File: src/rtl/fifo_wr_arbiter_if.sv
// Producer-side handshake and FIFO write-side signals of fifo_wr_arbiter.
// The master modport is the arbiter; the slave modport is the producers plus FIFO.
interface fifo_wr_arbiter_if #(
  parameter int NUM_REQ    = 4,
  parameter int FIFO_WIDTH = 16
);
  localparam int ID_W = $clog2(NUM_REQ);

  logic [NUM_REQ-1:0]            req_valid;
  logic [NUM_REQ-1:0]            req_lock;
  logic [NUM_REQ*FIFO_WIDTH-1:0] req_data;
  logic [NUM_REQ-1:0]            req_ready;
  logic                          fifo_full;
  logic                          fifo_almostfull;
  logic                          fifo_overflow;
  logic                          fifo_wr_en;
  logic [FIFO_WIDTH-1:0]         fifo_data_in;
  logic [ID_W-1:0]               grant_id;

  modport master (
    input  req_valid, req_lock, req_data, fifo_full, fifo_almostfull, fifo_overflow,
    output req_ready, fifo_wr_en, fifo_data_in, grant_id
  );

  modport slave (
    output req_valid, req_lock, req_data, fifo_full, fifo_almostfull, fifo_overflow,
    input  req_ready, fifo_wr_en, fifo_data_in, grant_id
  );
endinterface

File: src/rtl/fifo_wr_arbiter.sv
// Round-robin arbiter sharing one FIFO write port between NUM_REQ producers,
// with locked bursts capped at MAX_BURST beats and full/almostfull throttling.
module fifo_wr_arbiter #(
  parameter int NUM_REQ    = 4,
  parameter int FIFO_WIDTH = 16,
  parameter int MAX_BURST  = 8,
  parameter int CNT_WIDTH  = 16
) (
  input  logic                 clk,
  input  logic                 rst,
  fifo_wr_arbiter_if.master    bus,
  output logic                 locked,
  output logic [CNT_WIDTH-1:0] beat_cnt,
  output logic                 err_overflow
);
  localparam int ID_W    = $clog2(NUM_REQ);
  localparam int BURST_W = $clog2(MAX_BURST + 1);
  localparam logic [BURST_W-1:0] BURST_LAST = BURST_W'(MAX_BURST - 1);

  localparam logic [0:0] ST_IDLE   = 1'b0;
  localparam logic [0:0] ST_LOCKED = 1'b1;

  logic [0:0]            state;
  logic [ID_W-1:0]       last_grant;
  logic [ID_W-1:0]       owner;
  logic [ID_W-1:0]       sel;
  logic [BURST_W-1:0]    burst_cnt;
  logic                  issue_ok;
  logic                  xfer;
  logic [FIFO_WIDTH-1:0] sel_data;

  // The registered write already in flight may take the last free slot.
  assign issue_ok = !bus.fifo_full && !(bus.fifo_wr_en && bus.fifo_almostfull);
  assign locked   = (state == ST_LOCKED);

  always_comb begin
    int idx;
    // NOTE: every signal driven here gets a default before any branch, so no latch is inferred.
    idx           = 0;
    sel           = owner;
    bus.req_ready = '0;
    if (state == ST_IDLE) begin
      sel = last_grant;
      // Scan downwards so the nearest requester after last_grant is the one kept.
      for (int k = NUM_REQ; k >= 1; k--) begin
        idx = int'(last_grant) + k;
        if (idx >= NUM_REQ) idx -= NUM_REQ;
        if (bus.req_valid[idx]) sel = ID_W'(idx);
      end
    end
    xfer     = bus.req_valid[sel] && issue_ok;
    sel_data = bus.req_data[int'(sel)*FIFO_WIDTH +: FIFO_WIDTH];
    if (xfer) bus.req_ready[sel] = 1'b1;
  end

  always_ff @(posedge clk or posedge rst) begin
    if (rst) begin
      state            <= ST_IDLE;
      last_grant       <= ID_W'(NUM_REQ - 1);
      owner            <= '0;
      burst_cnt        <= '0;
      bus.fifo_wr_en   <= 1'b0;
      bus.fifo_data_in <= '0;
      bus.grant_id     <= '0;
      beat_cnt         <= '0;
      err_overflow     <= 1'b0;
    end else begin
      // NOTE: non-blocking assignments so every register samples pre-edge values.
      bus.fifo_wr_en <= xfer;
      if (bus.fifo_overflow && bus.fifo_wr_en) err_overflow <= 1'b1;
      if (xfer) begin
        bus.fifo_data_in <= sel_data;
        bus.grant_id     <= sel;
        last_grant       <= sel;
        if (beat_cnt != '1) beat_cnt <= beat_cnt + CNT_WIDTH'(1);
        if (state == ST_IDLE) begin
          if (bus.req_lock[sel]) begin
            state     <= ST_LOCKED;
            owner     <= sel;
            burst_cnt <= BURST_W'(1);
          end
        end else begin
          burst_cnt <= burst_cnt + BURST_W'(1);
          // Forced release after MAX_BURST beats; last_grant=owner moves the search on.
          if (!bus.req_lock[sel] || burst_cnt == BURST_LAST) state <= ST_IDLE;
        end
      end
    end
  end
endmodule

File: src/flat_wrapper.sv
// flat-port wrapper written by rule: the top's interface ports become plain ports
module fifo_wr_arbiter_flat 
#(
  parameter int NUM_REQ    = 4,
  parameter int FIFO_WIDTH = 16,
  parameter int MAX_BURST  = 8,
  parameter int CNT_WIDTH  = 16
)
  (clk, rst, locked, beat_cnt, err_overflow, bus_req_valid, bus_req_lock, bus_req_data, bus_fifo_full, bus_fifo_almostfull, bus_fifo_overflow, bus_req_ready, bus_fifo_wr_en, bus_fifo_data_in, bus_grant_id);
  fifo_wr_arbiter_if #(.NUM_REQ(NUM_REQ), .FIFO_WIDTH(FIFO_WIDTH)) bus_i ();
  input  logic clk;
  input  logic rst;
  output logic locked;
  output logic [CNT_WIDTH-1:0] beat_cnt;
  output logic err_overflow;
  input wire logic [$bits(bus_i.req_valid)-1:0] bus_req_valid;
  input wire logic [$bits(bus_i.req_lock)-1:0] bus_req_lock;
  input wire logic [$bits(bus_i.req_data)-1:0] bus_req_data;
  input wire logic [$bits(bus_i.fifo_full)-1:0] bus_fifo_full;
  input wire logic [$bits(bus_i.fifo_almostfull)-1:0] bus_fifo_almostfull;
  input wire logic [$bits(bus_i.fifo_overflow)-1:0] bus_fifo_overflow;
  output wire logic [$bits(bus_i.req_ready)-1:0] bus_req_ready;
  output wire logic [$bits(bus_i.fifo_wr_en)-1:0] bus_fifo_wr_en;
  output wire logic [$bits(bus_i.fifo_data_in)-1:0] bus_fifo_data_in;
  output wire logic [$bits(bus_i.grant_id)-1:0] bus_grant_id;
  assign bus_i.req_valid = bus_req_valid;
  assign bus_i.req_lock = bus_req_lock;
  assign bus_i.req_data = bus_req_data;
  assign bus_i.fifo_full = bus_fifo_full;
  assign bus_i.fifo_almostfull = bus_fifo_almostfull;
  assign bus_i.fifo_overflow = bus_fifo_overflow;
  assign bus_req_ready = bus_i.req_ready;
  assign bus_fifo_wr_en = bus_i.fifo_wr_en;
  assign bus_fifo_data_in = bus_i.fifo_data_in;
  assign bus_grant_id = bus_i.grant_id;
  fifo_wr_arbiter #(.NUM_REQ(NUM_REQ), .FIFO_WIDTH(FIFO_WIDTH), .MAX_BURST(MAX_BURST), .CNT_WIDTH(CNT_WIDTH)) u_core (.clk(clk), .rst(rst), .bus(bus_i), .locked(locked), .beat_cnt(beat_cnt), .err_overflow(err_overflow));
endmodule
File: config.mk
export PLATFORM = sky130hd
export DESIGN_NAME = fifo_wr_arbiter_flat
export DESIGN_NICKNAME = d
export VERILOG_FILES = /design/src/rtl/fifo_wr_arbiter_if.sv /design/src/rtl/fifo_wr_arbiter.sv /design/src/flat_wrapper.sv
export SDC_FILE = /design/constraint.sdc
export NUM_CORES = 1
export LEC_CHECK = 0
export BUFFER_PORTS_ARGS = -buffer_cell sky130_fd_sc_hd__buf_2
export CAP_MARGIN = 30
export CORE_UTILIZATION = 49
export CTS_BUF_LIST = sky130_fd_sc_hd__clkbuf_8
export DETAILED_ROUTE_END_ITERATION = 10
export GPL_ROUTABILITY_DRIVEN = 0
export PLACE_DENSITY = 0.79
export SYNTH_ARGS = -nofsm -noshare
export SYNTH_HDL_FRONTEND = slang
export SYNTH_SLANG_ARGS = --single-unit
export TNS_END_PERCENT = 30
File: constraint.sdc
create_clock -name clk -period 3 [get_ports clk]
set_input_delay 0.6 -clock clk [delete_from_list [all_inputs] [get_ports clk]]
set_output_delay 0.6 -clock clk [all_outputs]
set_load 0.005 [all_outputs]
* Word level (Yosys, flattened, before mapping)
Cells that the tools add are included.
** Storage, ports and cells
- Output and inout port bits :: 41
- Register bits after elaboration :: 45
- Bits of input ports :: 77
** Operators by class
- Reduce and logical (&&, ||, !) cells :: 13
- Shift operators :: 1
- Mux-type cells :: 37
- Magnitude comparators :: 10
- Equal/unequal tests :: 2
- Bitwise gates (word level) :: 1
- $add $sub $neg :: 10
** Operators with widths (count)
- 32-bit two-way mux :: 8
- 32-bit by 4-bit greater-or-equal comparator with 1-bit output, second input constant :: 4
- 32-bit by 4-bit < comparator with 1-bit output, second input constant :: 4
- 32-bit by 4-bit subtractor with 32-bit output, second input constant :: 4
- 64-bit by 7-bit indexed part select with 16-bit output :: 1
- 16-bit by 1-bit adder with 16-bit output, second input constant :: 1
- 16-bit inequality test, second input constant :: 1
- 1-bit two-way mux :: 14
- 1-bit binary-select mux with 2-bit select :: 6
- 4-bit two-way mux :: 3
- 2-bit two-way mux :: 5
- 2-bit by 2-bit adder with 3-bit output, second input constant :: 2
- 1-bit logical AND :: 5
- 2-bit by 3-bit adder with 4-bit output, second input constant :: 1
- 4-bit by 1-bit adder with 4-bit output, second input constant :: 1
- 4-bit by 3-bit equality test with 1-bit output, second input constant :: 1
- 2-bit AND reduction :: 2
- 2-bit by 1-bit adder with 3-bit output, second input constant :: 1
- 1-bit zero test :: 3
- 2-bit by 3-bit < comparator with 1-bit output, second input constant :: 1
- 3-bit AND reduction :: 1
- 1-bit demux with 2-bit select :: 1
- 2-bit by 1-bit greater-or-equal comparator with 1-bit output, second input constant :: 1
- 2-bit nonzero test :: 1
- 2 further kinds :: 2

* Logic depth before layout (Yosys ltp)
- Depth after elaboration :: 18
- Mapped depth :: 11
- Gate-level depth less buffers :: 8

* Worst setup path after synthesis
No wires, ideal clock.
- Path type :: input-to-reg
- Start point :: input bus_req_valid[3]
- End point :: register u_core.beat_cnt[1]
- Library setup time :: 128 ps
- Setup slack :: 151 ps
- Data required time :: 2872 ps
- Stages :: 8
- Data arrival time :: 2721 ps
- Cell sequence :: nor2b_1 > o21a_1 > o41ai_4 > mux2_2 > a2bb2oi_1 > buf_6 > nor2_1 > mux2_1
** Between the ends
- Longest elaborated chain between the ends :: 12
- Elaborated cells on any way between the ends :: 21
- Those cells by class :: mux (19); reduce/logical (2)
** Ends and longest elaborated chain
- start: declaration :: line flat_wrapper.sv:16 : input wire logic [$bits(bus_i.req_valid)-1:0] bus_req_valid;
- 1-bit binary-select mux with 2-bit select :: line fifo_wr_arbiter.sv:48 : if (bus.req_valid[idx]) sel = ID_W'(idx);
- 1-bit two-way mux (not written as such) (2 in a row) :: line fifo_wr_arbiter.sv:48
- 2-bit two-way mux (4 in a row) :: line fifo_wr_arbiter.sv:48
- 2-bit two-way mux :: line fifo_wr_arbiter.sv:42 : if (state == ST_IDLE) begin
- 1-bit binary-select mux with 2-bit select (*) :: line fifo_wr_arbiter.sv:51 : xfer = bus.req_valid[sel] && issue_ok;
- 1-bit two-way mux (not written as such) (*) :: line fifo_wr_arbiter.sv:51
- 1-bit logical AND (*) :: line fifo_wr_arbiter.sv:51
- 2-bit AND reduction (no line) (*)
- end signal: assignment :: line fifo_wr_arbiter.sv:75 : if (beat_cnt != '1) beat_cnt <= beat_cnt + CNT_WIDTH'(1);
- end: declaration :: line fifo_wr_arbiter.sv:13 : output logic [CNT_WIDTH-1:0] beat_cnt,
Every way passes the cells marked *; elsewhere a longest branch is shown, timed or not. The select of a mux whose other input is x is not followed.
A chain may end at the register's enable or synchronous reset.

* Worst setup path after layout
- Start point :: register u_core.last_grant[0]
- End point :: output bus_req_ready[0]
** Between the ends
- Longest elaborated chain between the ends :: 17
- Elaborated cells on any way between the ends :: 46
- Those cells by class :: add/sub (8); order compare (6); mux (30); reduce/logical (2)
** Ends and longest elaborated chain
- start: declaration :: line fifo_wr_arbiter.sv:24 : logic [ID_W-1:0] last_grant;
- start signal: assignment :: line fifo_wr_arbiter.sv:59 : last_grant <= ID_W'(NUM_REQ - 1);
- start signal: assignment :: line fifo_wr_arbiter.sv:74 : last_grant <= sel;
- 2-bit by 3-bit adder with 4-bit output :: line fifo_wr_arbiter.sv:46 : idx = int'(last_grant) + k;
- 32-bit by 4-bit subtractor with 32-bit output / 32-bit by 4-bit greater-or-equal comparator with 1-bit output (equally long branches) :: line fifo_wr_arbiter.sv:47 : if (idx >= NUM_REQ) idx -= NUM_REQ;
- 32-bit two-way mux :: line fifo_wr_arbiter.sv:47
- 32-bit two-way mux :: line fifo_wr_arbiter.sv:42
- 1-bit binary-select mux with 2-bit select :: line fifo_wr_arbiter.sv:48
- 1-bit two-way mux (not written as such) (2 in a row) :: line fifo_wr_arbiter.sv:48
- 2-bit two-way mux (3 in a row) :: line fifo_wr_arbiter.sv:48
- 2-bit two-way mux (*) :: line fifo_wr_arbiter.sv:48
- 2-bit two-way mux (*) :: line fifo_wr_arbiter.sv:42
- 2-bit by 3-bit < comparator with 1-bit output (not written as such) / 2-bit by 1-bit greater-or-equal comparator with 1-bit output (equally long branches) :: line fifo_wr_arbiter.sv:53 : if (xfer) bus.req_ready[sel] = 1'b1;
- 1-bit logical AND (not written as such) :: line fifo_wr_arbiter.sv:53
- 1-bit two-way mux (not written as such) :: line fifo_wr_arbiter.sv:53
- 1-bit demux with 2-bit select
- 4-bit two-way mux (*) :: line fifo_wr_arbiter.sv:53
- end: declaration :: line flat_wrapper.sv:22 : output wire logic [$bits(bus_i.req_ready)-1:0] bus_req_ready;
Marks and branches as above.

==> flow_metrics.env <==
export IMPL_r2r_end="u_core.beat_cnt[1]$_DFFE_PP0P_"
export IMPL_syn_area_mm2=0.00258
export IMPL_antenna_left=0
export IMPL_ir_worst_vdd_mv=0.543
export IMPL_antenna_found_initial=0
export IMPL_synthSimpleGateAreaFrac=0.166
export IMPL_rrSetupSlack_ns=0.35
export IMPL_numCtsBuffers=5
export IMPL_yosysWarnings=0
export IMPL_highest_signal_layer="met4"
export IMPL_yosysSeqAreaShare=0.437
export IMPL_leakagePower_nw=1.64
export IMPL_switching_share=0.378
export IMPL_fp_dieW_um=74.6
export IMPL_remaining_drc_errors=0
export IMPL_viasPerCell=5.39
export IMPL_pin_count=118
export IMPL_synth_top_family_by_area="multiplexers"
export IMPL_die_y_um=74.6
export IMPL_hold_viol_final=0
export IMPL_muxShareOfSynthArea=0.247
export IMPL_power_frac_clock=0.115
export IMPL_nets=418
export IMPL_fmax_mhz=348
export IMPL_critPathLaunchType="flip-flop"
export IMPL_area_delta_synth_final_pct=31.1
export IMPL_grt_pass1_wl_um=10300
export IMPL_post_drt_wl_per_cell_um=15.3
export IMPL_yosysTopAreaCell="dfrtp_1"
export IMPL_synth_avg_cell_area_um2=12.0
export IMPL_dpl_hpwl_um=4990
export IMPL_core_area_mm2=0.00507
export IMPL_reg2regPathDepth=9
export IMPL_ys_top_cells_by_area="dfrtp_1 42%, mux4_2 14%, mux2_1 8.3%, xor2_1 4.7%, nand2_1 2.5%"
export IMPL_setup_viol=0
export IMPL_internal_power_mw=1.89
export IMPL_cts_resized_gates=0
export IMPL_final_cell_mix="117 x buf_2, 43 x dfrtp_1, 19 x mux2_1"
export IMPL_rows=26
export IMPL_grtUsageTotal=0.246
export IMPL_power_density_mw_per_mm2=899
export IMPL_diodes=0
export IMPL_final_util=0.667
export IMPL_hold_buffers=0
export IMPL_synth_cell_types=42
export IMPL_relSlewSlack=0.581
export IMPL_slew_viol_final=0
export IMPL_drv_cap=0
export IMPL_synth_compound_area_frac=0.0606
export IMPL_critPathCaptureType="primary output"
export IMPL_tritoncts="done"
export IMPL_worst_path_max_fanout=8
export IMPL_vias=2210
export IMPL_cp_arrival_ns=2.28
export IMPL_yosys_area_share_adder=0.00969
export IMPL_root_buffer="clkbuf_8"
export IMPL_synthArstFlopShare=1.00
export IMPL_drive_above_1_share=0.485
export IMPL_rr_startpoint="u_core.last_grant[0]$_DFFE_PP1P_"
export IMPL_synthFlopType="dfrtp_1"
export IMPL_clk_latency_ns=0.29
export IMPL_post_cts_buffers=0
export IMPL_first_global_vias=2248
export IMPL_die_area_mm2=0.00556
export IMPL_portBuffers=117
export IMPL_switchingPower_mw=1.15
export IMPL_power_mw=3.04
export IMPL_whs_ns=0.297
export IMPL_worstSetupPathType="flip-flop to primary output"
export IMPL_synth_top_area_share=0.417
export IMPL_synth_xor_area_share=0.0509
export IMPL_cts_sinks=45
export IMPL_pwr_share_comb=0.535
export IMPL_crit_chain="nand2b_1, a21oi_1, o41ai_4, buf_4, mux2_2, and3_1, buf_2"
export IMPL_crit_start="u_core.last_grant[0]$_DFFE_PP1P_"
export IMPL_start_util=0.509
export IMPL_clkTransAtPathRegs_ns=0.08
export IMPL_cp_slowest_stage_delay_ns=0.57
export IMPL_tns_ns=0
export IMPL_post_route_period_util=0.959
export IMPL_skew_ns=0.00846
export IMPL_required_ns=2.40
export IMPL_syn_inst=216
export IMPL_syn_nets=295
export IMPL_routed_wl_met2_um=3230
export IMPL_worstHoldPathType="input port to asynchronous set/reset pin"
export IMPL_ys_ff_latch=45
export IMPL_min_period_ns=2.88
export IMPL_rsz0062_at_grt="false"
export IMPL_synth_edf_count=0
export IMPL_ctsLongestPathBuffers=2
export IMPL_final_common_cell="buf_2"
export IMPL_gr_total_overflow=0
export IMPL_routed_wl_um=6270
export IMPL_drt_first_pass_iters=4
export IMPL_status="finished clean"
export IMPL_p_seq_frac=0.350
export IMPL_tightest_slew_ns=0.624
export IMPL_met3_length_um=292
export IMPL_drt_iter0_markers=54
export IMPL_h_tree_depth=2
export IMPL_grt_max_degree=29
export IMPL_nFillCells=414
export IMPL_wl_met1_um=2580
export IMPL_critical_path_slowest_cell="dfstp_2"
cells by family after synthesis:
logic type	Yosys count
DFF	45
muxes	41
buffers and inverters	16
and+or+nand+nor	75
xor gates and xnor gates	15
AOI/OAI and AO/OA	22
adders and majority gates	2
synth_stat cells (3+ instances only):
master    instances
dfrtp_1          43
mux2_1           19
nand2_1          17
mux4_2           16
xor2_1           14
nor2_1           10
nor3_1           10
nand3_1           8
a21oi_1           6
and3_1            5
buf_2             5
nor4_2            5
clkbuf_1          4
nand2b_1          4
o21ai_1           4
inv_1             3
mux2_2            3
mux2i_1           3
nand4_1           3
nor2b_1           3
metal layers:
metal  vias to the layer above  global-route usage
li1                       1044                   -
met1                      1079               0.291
met2                        73               0.433
met3                        14              0.0542
met4                         0               0.103
met5                         -                   0
power groups by stage:
| stage | logic, mW | registers, mW | clock network (mW) |
|---|---|---|---|
| after floorplan | 1.11 | 1.04 | 0 |
| after global placement | 1.59 | 1.05 | 0 |
| after detailed placement | 1.63 | 1.06 | 0 |
| after CTS | 1.63 | 1.06 | 0.361 |
| after global routing | 1.78 | 1.10 | 0.387 |
| final | 1.63 | 1.07 | 0.349 |
per-stage QoR:
| step | worst slack [ns] | cells | instance area, um2 |
|---|---|---|---|
| after detailed placement | 0.143 | 402 | 3290 |
| final | 0.124 | 410 | 3380 |
| after global routing | 0.0229 | 410 | 3380 |
| after floorplan | 0.151 | 216 | 2580 |
| after CTS | 0.130 | 410 | 3370 |
| after global placement | 0.190 | 402 | 3290 |
worst max-delay path: cells and delay by family (launching register included):
family,cells,cell delay (ns)
flip-flops,1,0.57
AO/OA/AOI/OAI,2,0.40
multiplexers,1,0.37
buffers and inverters,2,0.35
AND/OR/NAND/NOR,2,0.30
layout make-up:
type | count | area (um2) | share of cell area
sequential | 45 | 1130 | 0.333
tap | 70 | 87.6 | 0.0259
timing repair buffer | 127 | 664 | 0.196
inverter | 5 | 18.8 | 0.00555
clock inverter | 3 | 12.5 | 0.00370
multi-input combinational | 155 | 1400 | 0.415
clock buffer | 5 | 68.8 | 0.0203
registers in the layout, indices dropped and copies added, names as in the netlist:
register,count
u_core.bus.fifo_data_in,16
u_core.burst_cnt,4
u_core.beat_cnt,16
u_core.last_grant,2
u_core.locked,1
u_core.err_overflow,1
u_core.bus.grant_id,2
u_core.bus.fifo_wr_en,1
u_core.owner,2
how the worst max path moves through the flow:
| stage | cells after the start | slack [ns] | end |
|---|---|---|---|
| 2_1_floorplan | 8 | 0.15 | u_core.beat_cnt[1]$_DFFE_PP0P_ |
| 3_3_place_gp | 8 | 0.19 | u_core.bus.fifo_data_in[4]$_DFFE_PP0P_ |
| 3_5_place_dp | 8 | 0.14 | u_core.bus.fifo_data_in[10]$_DFFE_PP0P_ |
| 4_1_cts | 7 | 0.13 | bus_req_ready[2] |
| 5_1_grt | 7 | 0.02 | bus_req_ready[0] |
| 6_report | 7 | 0.12 | bus_req_ready[0] |
Power figures use the tool's default switching activity.
